<file path="src/rtl/sc_loader_pkg.sv">
// Shared types and constants for the boot-time program loader.
// Optional feature macro: SC_LOADER_CHECKSUM_EN (adds the CHECK state).
package sc_loader_pkg;

    // Bytes packed into one instruction word.
    localparam int BYTES_PER_WORD = 4;

    // Default placement and size limit of a loaded program.
    localparam logic [31:0] DEFAULT_BASE_ADDR = 32'h0000_0000;
    localparam int          DEFAULT_MAX_WORDS = 256;

    // Loader FSM states. S_CHECK is only entered when the checksum trailer is enabled.
    typedef enum logic [2:0] {
        S_IDLE   = 3'd0,
        S_LEN_HI = 3'd1,
        S_LEN_LO = 3'd2,
        S_DATA   = 3'd3,
        S_CHECK  = 3'd4,
        S_DONE   = 3'd5,
        S_ERROR  = 3'd6
    } loader_state_t;

    // States in which the loader consumes a stream byte.
    function automatic logic state_takes_byte(input loader_state_t s);
        return (s == S_LEN_HI) || (s == S_LEN_LO) || (s == S_DATA) || (s == S_CHECK);
    endfunction

endpackage

</file>
<file path="src/rtl/sc_byte_packer.sv">
// Packs a byte stream into big-endian 32-bit words. The first byte of a word ends
// up in bits 31:24. word_valid pulses for one cycle after the 4th byte of a word
// is accepted; word_data holds its value until the next completed word.
module sc_byte_packer
    import sc_loader_pkg::*;
(
    input  logic        clk,
    input  logic        reset,
    input  logic        clear,
    input  logic        byte_valid,
    input  logic [7:0]  byte_data,
    output logic [1:0]  byte_cnt,
    output logic        word_valid,
    output logic [31:0] word_data
);

    localparam logic [1:0] LAST_BYTE = 2'(BYTES_PER_WORD - 1);

    // Holds the (up to three) earlier bytes of the word being assembled.
    logic [23:0] shreg;

    // Shift in accepted bytes; emit a word on the last byte of each group of four.
    always_ff @(posedge clk or posedge reset) begin
        if (reset) begin
            shreg      <= '0;
            byte_cnt   <= '0;
            word_valid <= 1'b0;
            word_data  <= '0;
        end else begin
            word_valid <= 1'b0;
            if (clear) begin
                // A restart discards the partial word but leaves the last written word visible.
                shreg    <= '0;
                byte_cnt <= '0;
            end else if (byte_valid) begin
                shreg <= {shreg[15:0], byte_data};
                if (byte_cnt == LAST_BYTE) begin
                    word_valid <= 1'b1;
                    word_data  <= {shreg, byte_data};
                    byte_cnt   <= '0;
                end else begin
                    byte_cnt <= byte_cnt + 2'd1;
                end
            end
        end
    end

endmodule

</file>
<file path="src/rtl/sc_program_loader.sv">
// Boot-time instruction-memory writer for the single-cycle MIPS core.
// Stream: length hi, length lo (word count N), then 4*N data bytes MSB first.
// Optional feature macro: SC_LOADER_CHECKSUM_EN -- a trailing byte equal to the XOR
// of all previous stream bytes is required; a mismatch aborts the load.
//
// Handshake: a byte transfers on a rising edge where in_valid && in_ready.
// in_ready is combinational from state and start only (never from in_valid);
// bytes presented while in_ready is low are dropped, never buffered.
module sc_program_loader
    import sc_loader_pkg::*;
#(
    parameter int                 ADDR_W    = 32,
    parameter logic [ADDR_W-1:0]  BASE_ADDR = ADDR_W'(DEFAULT_BASE_ADDR),
    parameter int                 MAX_WORDS = DEFAULT_MAX_WORDS
) (
    input  logic                clk,
    input  logic                reset,
    input  logic                start,
    input  logic                in_valid,
    input  logic [7:0]          in_data,
    output logic                in_ready,
    output logic                imem_we,
    output logic [ADDR_W-1:0]   imem_addr,
    output logic [31:0]         imem_wdata,
    output logic                core_reset,
    output logic                core_enable,
    output logic                done,
    output logic                error,
    output loader_state_t       state_dbg
);

    localparam logic [16:0] MAX_LEN = 17'(MAX_WORDS);

`ifdef SC_LOADER_CHECKSUM_EN
    localparam loader_state_t AFTER_DATA = S_CHECK;
`else
    localparam loader_state_t AFTER_DATA = S_DONE;
`endif

    loader_state_t state;
    loader_state_t state_nxt;

    logic [7:0]        len_hi;
    logic [15:0]       len;
    logic [15:0]       word_idx;
    logic [15:0]       len_word;
    logic [ADDR_W-1:0] word_off;
    logic              hs;
    logic              data_hs;
    logic              word_end;
    logic [1:0]        byte_cnt;

`ifdef SC_LOADER_CHECKSUM_EN
    logic [7:0] csum;
`endif

    assign in_ready  = state_takes_byte(state) && !start;
    assign hs        = in_valid && in_ready;
    assign data_hs   = hs && (state == S_DATA);
    assign word_end  = data_hs && (byte_cnt == 2'(BYTES_PER_WORD - 1));
    assign len_word  = {len_hi, in_data};
    assign word_off  = ADDR_W'({word_idx, 2'b00});
    assign state_dbg = state;

    sc_byte_packer u_packer (
        .clk        (clk),
        .reset      (reset),
        .clear      (start),
        .byte_valid (data_hs),
        .byte_data  (in_data),
        .byte_cnt   (byte_cnt),
        .word_valid (imem_we),
        .word_data  (imem_wdata)
    );

    // Next-state decision; start overrides everything, otherwise advance on a handshake.
    always_comb begin
        state_nxt = state;
        if (start) begin
            state_nxt = S_LEN_HI;
        end else if (hs) begin
            case (state)
                S_LEN_HI: state_nxt = S_LEN_LO;
                S_LEN_LO: begin
                    if ({1'b0, len_word} > MAX_LEN) begin
                        state_nxt = S_ERROR;
                    end else if (len_word == 16'd0) begin
                        state_nxt = AFTER_DATA;
                    end else begin
                        state_nxt = S_DATA;
                    end
                end
                S_DATA: begin
                    if (word_end && (word_idx + 16'd1 == len)) begin
                        state_nxt = AFTER_DATA;
                    end
                end
`ifdef SC_LOADER_CHECKSUM_EN
                S_CHECK:  state_nxt = (in_data == csum) ? S_DONE : S_ERROR;
`endif
                default:  state_nxt = state;
            endcase
        end
    end

    // State register plus core control / status outputs registered from the next state.
    always_ff @(posedge clk or posedge reset) begin
        if (reset) begin
            state       <= S_IDLE;
            core_reset  <= 1'b1;
            core_enable <= 1'b0;
            done        <= 1'b0;
            error       <= 1'b0;
        end else begin
            state       <= state_nxt;
            core_reset  <= (state_nxt != S_DONE);
            core_enable <= (state_nxt == S_DONE);
            done        <= (state_nxt == S_DONE);
            error       <= (state_nxt == S_ERROR);
        end
    end

    // Length capture, word index and write address; the address is set together
    // with the packer's word strobe so both appear in the same cycle.
    always_ff @(posedge clk or posedge reset) begin
        if (reset) begin
            len_hi    <= '0;
            len       <= '0;
            word_idx  <= '0;
            imem_addr <= BASE_ADDR;
        end else if (start) begin
            len      <= '0;
            word_idx <= '0;
        end else if (hs) begin
            if (state == S_LEN_HI) begin
                len_hi <= in_data;
            end
            if (state == S_LEN_LO) begin
                len <= len_word;
            end
            if (word_end) begin
                imem_addr <= BASE_ADDR + word_off;
                word_idx  <= word_idx + 16'd1;
            end
        end
    end

`ifdef SC_LOADER_CHECKSUM_EN
    // Running XOR of every byte from length-high through the last data byte.
    always_ff @(posedge clk or posedge reset) begin
        if (reset) begin
            csum <= '0;
        end else if (start) begin
            csum <= '0;
        end else if (hs && (state != S_CHECK)) begin
            csum <= csum ^ in_data;
        end
    end
`endif

endmodule

</file>
<file path="config.mk">
export PLATFORM = sky130hd
export DESIGN_NAME = sc_program_loader
export DESIGN_NICKNAME = d
export VERILOG_FILES = /design/src/rtl/sc_loader_pkg.sv /design/src/rtl/sc_byte_packer.sv /design/src/rtl/sc_program_loader.sv
export SDC_FILE = /design/constraint.sdc
export NUM_CORES = 1
export LEC_CHECK = 0
export BUFFER_PORTS_ARGS = -buffer_cell sky130_fd_sc_hd__buf_2
export CAP_MARGIN = 20
export CELL_PAD_IN_SITES_DETAIL_PLACEMENT = 1
export CELL_PAD_IN_SITES_GLOBAL_PLACEMENT = 1
export CORE_MARGIN = 4
export CORE_UTILIZATION = 40
export DETAILED_ROUTE_END_ITERATION = 10
export GPL_TIMING_DRIVEN = 1
export PLACE_DENSITY_LB_ADDON = 0.1
export SLEW_MARGIN = 20
export SYNTH_ARGS = -nofsm -noshare
export SYNTH_HDL_FRONTEND = slang
export SYNTH_SLANG_ARGS = --single-unit
</file>
<file path="constraint.sdc">
create_clock -name clk -period 6.1 [get_ports clk]
set_clock_uncertainty 0.1 [all_clocks]
set_input_delay 0.61 -clock clk [delete_from_list [all_inputs] [get_ports clk]]
set_output_delay 0.61 -clock clk [all_outputs]
set_load 0.02 [all_outputs]
</file>
---- Word level (Yosys, flattened, before mapping) ----
Cells that the tools add are included.
storage, ports and cells
  register bits after elaboration ......... 121
  bits in latches ......................... 0
  memory bits (writable) .................. 0
  bits in read-only memories .............. 0
  bits of input ports ..................... 12
  output and inout port bits .............. 73
  memories ................................ 0
operators by class
  add/sub/neg operators ................... 2
  multipliers ............................. 0
  divide/modulo/power cells ............... 0
  $lt $le $gt $ge ......................... 1
  eq/ne operators ......................... 9
  shift-type cells ........................ 0
  muxes and demuxes ....................... 20
  bitwise gates (word level) .............. 1
  reduce and logical (&&, ||, !) cells .... 19
operators by type and width
  kind                                                                    count
  16-bit 2-to-1 mux                                                       6
  24-bit 2-to-1 mux                                                       2
  16-bit by 1-bit adder with 16-bit output (second input constant)        1
  16-bit == test                                                          1
  16-bit by 9-bit > comparator with 1-bit output (second input constant)  1
  16-bit zero test                                                        1
  3-bit 2-to-1 mux                                                        5
  3-bit == test (second input constant)                                   3
  3-bit one-hot mux with 3 select lines                                   1
  3-bit AND reduction                                                     3
  2-bit nonzero test                                                      4
  3-bit by 2-bit == test with 1-bit output (second input constant)        2
  2-bit 2-to-1 mux                                                        3
  1-bit logical AND                                                       5
  2-bit AND reduction                                                     2
  3-bit by 1-bit == test with 1-bit output (second input constant)        1
  1-bit logical OR                                                        3
  1-bit 2-to-1 mux                                                        3
  3-bit != test (second input constant)                                   1
  2-bit by 1-bit adder with 2-bit output (second input constant)          1
  2-bit == test (second input constant)                                   1
  1-bit zero test                                                         1
  1-bit inverter                                                          1

---- Longest topological paths before layout ----
Gate-level depths: netlist (run 1).
  depth after elaboration ................. 14
  depth in mapped cells ................... 8
  gate-level depth less buffers ........... 7

---- Hierarchy ----
A second synthesis (run 1) with hierarchy kept.
second synthesis, totals
  cells, all modules ...................... 480
  area, all modules ....................... 5740.5 um2
by module, submodules not included
  module             instances  cells an instance  area each (um2)  sequential area each (um2)
  sc_program_loader  1          324                3323.2           1552.7
  sc_byte_packer     1          156                2417.3           1476.4

---- Worst setup path after synthesis (run 1) ----
Ideal clock, no wire load.
  kind .................................... input -> register
  start point ............................. input port start
  end point ............................... register state[1] (netlist: state_dbg[1])
  setup time .............................. 141 ps
  data arrival time ....................... 2142 ps
  required time ........................... 5859 ps
  setup slack ............................. 3716 ps
  cell stages on the path ................. 6
  cell sequence ........................... clkbuf_1 -> nor3_2 -> nand4b_1 -> or4_4 -> a2111oi_4 -> a211oi_1
on the way
  word-level cells in the longest chain between the ends .. 10
RTL lines
  element                                RTL line                  RTL
  start: declaration                     sc_program_loader.sv:18   input logic start,
  1-bit zero test                        sc_program_loader.sv:57   assign in_ready = state_takes_byte(state) && !start;
  1-bit logical AND                      sc_program_loader.sv:57
  1-bit logical AND                      sc_program_loader.sv:58   assign hs = in_valid && in_ready;
  1-bit logical AND                      sc_program_loader.sv:59   assign data_hs = hs && (state == S_DATA);
  1-bit logical AND                      sc_program_loader.sv:60   assign word_end = data_hs && (byte_cnt == 2'(BYTES_PER_WORD - 1));
  1-bit logical AND                      sc_program_loader.sv:94   if (word_end && (word_idx + 16'd1 == len)) begin
  3-bit 2-to-1 mux                       sc_program_loader.sv:94
  3-bit one-hot mux with 3 select lines  sc_program_loader.sv:82   case (state)
  3-bit 2-to-1 mux                       sc_program_loader.sv:81   end else if (hs) begin
  3-bit 2-to-1 mux *                     sc_program_loader.sv:79   if (start) begin
  net state_nxt[1]                       sc_program_loader.sv:41   loader_state_t state_nxt;
  end signal: assignment                 sc_program_loader.sv:115  state <= state_nxt;
  end: declaration                       sc_program_loader.sv:40   loader_state_t state;
Mark *: on every way through the listed nets, which the timed path passes. The rest lies on a longest branch.
A chain may end at the register's enable or synchronous reset.

---- Worst setup path after layout (run 1) ----
  start point ............................. register word_idx[0]
  end point ............................... register state[1] (netlist: state_dbg[1])
on the way
  word-level cells in the longest chain between the ends .. 7
RTL lines
  element                                   RTL line                  RTL
  start: declaration                        sc_program_loader.sv:45   logic [15:0] word_idx;
  start signal: assignment                  sc_program_loader.sv:143  word_idx <= word_idx + 16'd1;
  16-bit by 1-bit adder with 16-bit output  sc_program_loader.sv:94
  16-bit == test                            sc_program_loader.sv:94
  1-bit logical AND                         sc_program_loader.sv:94
  3-bit 2-to-1 mux                          sc_program_loader.sv:94
  3-bit one-hot mux with 3 select lines     sc_program_loader.sv:82
  3-bit 2-to-1 mux                          sc_program_loader.sv:81
  3-bit 2-to-1 mux                          sc_program_loader.sv:79
  net state_nxt[1]                          sc_program_loader.sv:41
The timed path passes the listed nets, and every way through them passes these cells.

==> metrics.yaml, run 1 <==
synthAdderAreaFrac: 0.00447
fillerInstances: 1484
start_util: 0.415
cp-end-kind: "flip-flop"
netlist_instances: 514
grt_pass1_wl_um: 22500
post_cts_resized: 0
syn_area_mm2: 0.00560
status: "complete, no violations"
num_rows: 42
internal_power_uw: 1510
synthArstFlopShare: 1.00
grt_overflow_total: 0
grt_pass1_vias: 4160
tns_ps: 0
fin_ws_ps: 3240
arrival_ps: 3010
drive_above_1_share: 0.284
num_io_pins: 85
p_leak_uw: 0.00325
drv_cap: 0
synthFlopType: "dfrtp_1"
antennaDiodeCount: 0
synthMuxAreaShare: 0.129
crit_required_ps: 6250
switching_power_uw: 421
clkPwrFrac: 0.516
dp_hpwl_um: 9360
fmax_mhz: 350
yosysWarnings: 0
drt_wl_total_um: 13600
die_h_um: 126
crit_fanout: 10
p_seq_frac: 0.436
num_vias: 3983
rsz0062_at_grt: "false"
p_sw_frac: 0.217
synth_compound_area_frac: 0.0717
cts.clk_slew.worst_paths_ps: 60
maxSlewHeadroom: 0.330
period_share: 0.468
crit_type: "reg2reg"
synth_xor_area_frac: 0.0505
h-tree-depth: 4
syn_to_final_growth_pct: 18.5
clk_latency_ps: 410
ant_nets: 0
grt_max_degree: 79
setup_viol: 0
layout_common_cells: "dfrtp_1, nand2_1, buf_2"
layout.nets: 590
via_per_inst: 5.21
fp.dieW_um: 126
gp_congestion: 0.894
syn_area_per_cell_um2: 10.9
cts_setup_buffers: 0
cts_tree: "yes"
core_mm2: 0.0135
ir_worst_vdd_v: 0.000160
first_iter_violations: 192
cts.sinks: 121
avgRoutedWirePerCell_um: 17.7
synth-edff-count: 0
worst_path_largest_cell_delay_ps: 550
first_pass_iters: 4
powerDensity_mw_per_mm2: 291
final_cell_area_mm2: 0.00664
yosysSeqAreaShare: 0.541
numCtsBuffers: 17
antenna_found_initial: 0
cp-start-kind: "flip-flop"
path_cells: "ha_1 -> xor2_1 -> xnor2_1 -> nand4b_1 -> or4_4 -> a2111oi_4 -> a211oi_1"
grt_util_all_layers: 0.176
die-area_mm2: 0.0160
synth_top_family_by_area: "simple AND/OR/NAND/NOR gates"
yosys.area_share.simple: 0.157
ys_ff_latch: 121
tightest_slew_ps: 997
hold_viol: 0
hp-class: "in2async"
slowest_stage: "dfrtp_1"
comb_power_share: 0.048
slew_viol_final: 0
place_ws_ps: 3310
period_needed_ps: 2860
cts_buffer_depth: 2
synth_cell_types: 55
dpl_cell_area_mm2: 0.00602
drc: 0
hold_buffers: 0
layout_commonest_cell: "dfrtp_1"
port_buffers: 68
clockRootBuffer: "clkbuf_16"
[cell families (layout without fill, tap and decap cells)]
group / count (synthesis) / in the layout
buf+inv: 50 / 110
xor+xnor: 29 / 29
mux: 65 / 65
simple gates: 181 / 181
compound gates: 65 / 65
flops: 121 / 121
fa+ha+maj: 2 / 2
other cells: 1 / 16
[critical path: cells and delay by family (launching register included)]
family	cells	cell delay (ps)
and+or+nand+nor	2	650
AOI/OAI and AO/OA	2	540
xor gates and xnor gates	2	410
adders and majority gates	1	450
DFF	1	550
[per-layer routing]
layer | vias up | part of all wire | GRT usage
met5 | - | 0 | 0
met1 | 2002 | 0.48 | 0.250
met3 | 21 | 0.043 | 0.0404
li1 | 1858 | - | -
met2 | 102 | 0.46 | 0.263
met4 | 0 | 0.020 | 0.0681
[final timing paths]
kind	start	cells after the start	to	slack, ps
hold / removal	reset	2	u_packer.word_data[9]	90
min in group clk	in_data[2]	3	u_packer.shreg[2]	390
setup reg to reg	word_idx[0]	7	state_dbg[1]	3240
max in group asynchronous	reset	4	u_packer.word_data[21]	4600
hold reg to reg	imem_addr[14]	1	imem_addr[14]	400
setup / recovery	word_idx[0]	7	state_dbg[1]	3240
[power by group through the flow]
stage / logic (uW) / clock network (uW) / registers, uW
6_report: 92.2 / 999 / 844
5_1_grt: 104 / 1060 / 846
4_1_cts: 92.0 / 1030 / 844
3_5_place_dp: 91.7 / 0 / 858
3_3_place_gp: 88.8 / 0 / 858
2_1_floorplan: 72.2 / 0 / 850
[cell usage after synthesis (9+ instances only)]
master	instances	area, um^2
clkbuf_1	22	82.6
xnor2_1	13	114
nand3_1	13	65.1
mux2_2	56	631
nor2_1	31	116
nand2_1	86	323
mux2i_1	9	90.1
a21oi_1	30	150
o21ai_0	17	85.1
nor3_1	11	55.1
buf_4	18	135
xor2_1	14	123
dfrtp_1	120	3000
[registers in the layout, indices dropped and copies added (netlist names)]
name and flops:
core_reset 1, done 1, error 1, imem_addr 16, len 16, len_hi 8, state_dbg 3, u_packer.byte_cnt 2
u_packer.shreg 24, u_packer.word_data 32, u_packer.word_valid 1, word_idx 16
[per-stage QoR]
stage / hold slack (ps) / power [uW] / instances / util
after global routing: 105 / 2010 / 765 / 0.492
after global placement: 384 / 947 / 732 / 0.446
after floorplan: 368 / 923 / 529 / -
final: 91.3 / 1940 / 765 / 0.492
after CTS: 363 / 1960 / 764 / 0.490
after detailed placement: 391 / 950 / 732 / 0.446
[cell type report]
cell class | instances | area (um^2) | area share
Timing Repair Buffer | 74 | 405 | 0.0611
Clock buffer | 25 | 475 | 0.0716
Multi-Input combinational cell | 358 | 2370 | 0.358
Sequential cell | 121 | 3030 | 0.456
Tap cell | 176 | 220 | 0.0332
Clock inverter | 7 | 116 | 0.0175
Inverter | 4 | 17.5 | 0.00264
Note: power is estimated with default switching activity, not from simulation.
==> run 2, diff against run 1 <==
==> constraint.sdc (replaced) <==
create_clock -name clk -period 2.3 [get_ports clk]
set_clock_uncertainty 0.1 [all_clocks]
set_input_delay 0.23 -clock clk [delete_from_list [all_inputs] [get_ports clk]]
set_output_delay 0.23 -clock clk [all_outputs]
set_load 0.02 [all_outputs]
==> run 2 against run 1 <==
Net effect: the flow now finishes with violations (setup timing); sequential share of layout area down 3.4 points; utilization increased by 4.0 points; fmax increased by 18%; routed wire length grew 12%; sequential cell count did not move; first-iteration DRC count grew 2.1%; via count grew 6.2%; highest routed layer unchanged.
==> metrics.yaml, run 2 (same netlist as run 1, synthesis figures left out) <==
crit_top_cell: "buf_4"
p_sw_frac: 0.232  # was 0.217
hold_path_end: "u_packer.word_data[1]"
slew_viol_final: 0  # unchanged
rr_startpoint: "word_idx[1]"  # was word_idx[0]
grt_pass1_wl_um: 25100  # was 22500 um
layout_commonest_cell: "dfrtp_1"  # unchanged
fin_ws_ps: -112  # was 3240 ps
hold_viol: 0  # unchanged
hp-class: "in2reg"  # was in2async
core_mm2: 0.0135  # unchanged
dp_hpwl_um: 10600  # was 9360 um
reg2reg_depth: 8  # was 7
fmax_mhz: 415  # was 350 MHz
grt_busiest_layer: "met2"  # unchanged
top_regs: "u_packer.word_data (32), u_packer.shreg (24)"  # unchanged
num_rows: 42  # unchanged
drv_cap: 0  # unchanged
gp_congestion: 0.884  # was 0.894
syn_to_final_growth_pct: 28.0  # was 18.5%
hold-worst-slack_ps: 23.8  # was 91.3 ps
ir_worst_vdd_v: 0.000536  # was 0.000160 V
use_met1: 0.277  # was 0.250
grt_util_all_layers: 0.199  # was 0.176
cts.clk_slew.worst_paths_ps: 60  # about the same
drc: 0  # unchanged
ant_nets: 0  # unchanged
period_needed_ps: 2410  # was 2860 ps
switching_power_uw: 1210  # was 421 uW
avgRoutedWirePerCell_um: 18.3  # was 17.7 um
drt_wl_total_um: 15100  # was 13600 um
first_iter_violations: 196  # was 192
r2r_slack_ps: -110  # was 3240 ps
crit_required_ps: 2480  # was 6250 ps
antenna_found_initial: 0  # unchanged
die_h_um: 126  # unchanged
fp.dieW_um: 126  # unchanged
comb_power_share: 0.055  # was 0.048
rsz0062_at_grt: "true"  # was false
grt_overflow_total: 0  # unchanged
violations: "setup timing"
layout.nets: 652  # was 590
grt_max_degree: 55  # was 79
tightest_slew_ps: 724  # was 997 ps
arrival_ps: 2600  # was 3010 ps
period_share: 1.05  # was 0.468
setup_viol: 4  # was 0
powerDensity_mw_per_mm2: 726  # was 291 mW/mm^2
layout_common_cells: "dfrtp_1, nand2_1, buf_2"  # unchanged
slowest_stage: "or4_4"  # was dfrtp_1
final_cell_area_mm2: 0.00718  # was 0.00664 mm^2
cts_tree: "yes"  # unchanged
p_seq_frac: 0.429  # was 0.436
status: "finished with violations"  # was complete, no violations
place_ws_ps: -198  # was 3310 ps
internal_power_uw: 4000  # was 1510 uW
fin_util: 0.531  # was 0.492
h-tree-depth: 4  # unchanged
p_leak_uw: 0.00356  # was 0.00325 uW
cts_buffer_depth: 2  # unchanged
clockRootBuffer: "clkbuf_16"  # unchanged
crit_type: "reg2reg"  # unchanged
num_vias: 4228  # was 3983
via_per_inst: 5.12  # was 5.21
min_path_cells: 2
grt_pass1_vias: 4651  # was 4160
clkPwrFrac: 0.516  # about the same
die-area_mm2: 0.0160  # unchanged
port_buffers: 68  # unchanged
cts.sinks: 121  # unchanged
cp-start-kind: "flip-flop"  # unchanged
r2r-end: "state_dbg[1]"  # unchanged
maxSlewHeadroom: 0.517  # was 0.330
regMostFlops: "u_packer.word_data"  # unchanged
use_met2: 0.306  # was 0.263
crit_fanout: 4  # was 10
largest_reg_flops: 32  # unchanged
path_cells: "buf_4 -> buf_4 -> and4_4 -> a22oi_1 -> nand4b_1 -> or4_4 -> a2111oi_4 -> a211oi_2"  # was ha_1 -> xor2_1 -> xnor2_1 -> nand4b_1 -> or4_4 -> a2111oi_4 -> a211oi_1
numCtsBuffers: 17  # unchanged
worst_path_largest_cell_delay_ps: 520  # was 550 ps
drive_above_1_share: 0.368  # was 0.284
gr-usage-met3: 0.0462  # was 0.0404
clk_latency_ps: 420  # was 410 ps
num_io_pins: 85  # unchanged
dpl_cell_area_mm2: 0.00646  # was 0.00602 mm^2
worstHoldStart: "in_data[1]"
first_pass_iters: 5  # was 4
antennaDiodeCount: 0  # unchanged
cp-end-kind: "flip-flop"  # unchanged
start_util: 0.415  # unchanged
[run 2: worst max-delay path, delay by kind of cell (launching register included)]
| kind | cells | cell delay, ps |
|---|---|---|
| and+or+nand+nor | 3 | 930 |
| AOI/OAI and AO/OA | 3 | 600 |
| DFF | 1 | 390 |
| buffers and inverters | 2 | 240 |
[run 2: how the worst max path moves through the flow]
stage / from / end / slack (ps) / depth (start not counted)
finish: word_idx[1] / state_dbg[1] / -110 / 8
global route: word_idx[1] / state_dbg[1] / -200 / 8
CTS: word_idx[1] / state_dbg[2] / -50 / 8
detailed placement: word_idx[3] / state_dbg[1] / -200 / 6
global placement: word_idx[3] / state_dbg[1] / -120 / 8
floorplan: word_idx[1] / state_dbg[1] / 10 / 8
[run 2: final cells by class]
| class | count | area [um^2] |
|---|---|---|
| well taps | 176 | 220 |
| multi-input cells | 358 | 2420 |
| clock inverters | 11 | 149 |
| flip-flops and latches | 121 | 3030 |
| inverters | 4 | 18.8 |
| fillers | 1498 | 6330 |
| repair buffers | 136 | 888 |
| clock buffers | 20 | 447 |
[run 2: what timing repair did]
action / in CTS / in global routing
endpoints found under the hold margin: 25 / 0
pin swaps: 7 / 5
endpoints found under the setup margin: 4 / 52
buffers inserted: 6 / 0
hold buffers: 2 / 0
gates resized for setup: 12 / 1
[run 2: power groups by stage]
stage               sequential, uW  combinational (uW)  clock (uW)
global route                  2240                 317        2850
CTS                           2240                 288        2740
detailed placement            2270                 282           0
finish                        2240                 285        2690
global placement              2270                 274           0
floorplan                     2260                 193           0
[run 2: per-layer routing]
layer	vias to the layer above	share of wire
met5	-	0
met4	0	0.016
met3	20	0.049
met2	101	0.47
met1	2112	0.47
li1	1995	-
[run 2: through the flow]
| stage | power (uW) | cells | setup TNS, ps |
|---|---|---|---|
| after floorplan | 2450 | 529 | 0 |
| after global placement | 2540 | 787 | -413 |
| after detailed placement | 2550 | 787 | -676 |
| after CTS | 5260 | 826 | -117 |
| after global routing | 5410 | 826 | -2370 |
| final | 5210 | 826 | -378 |
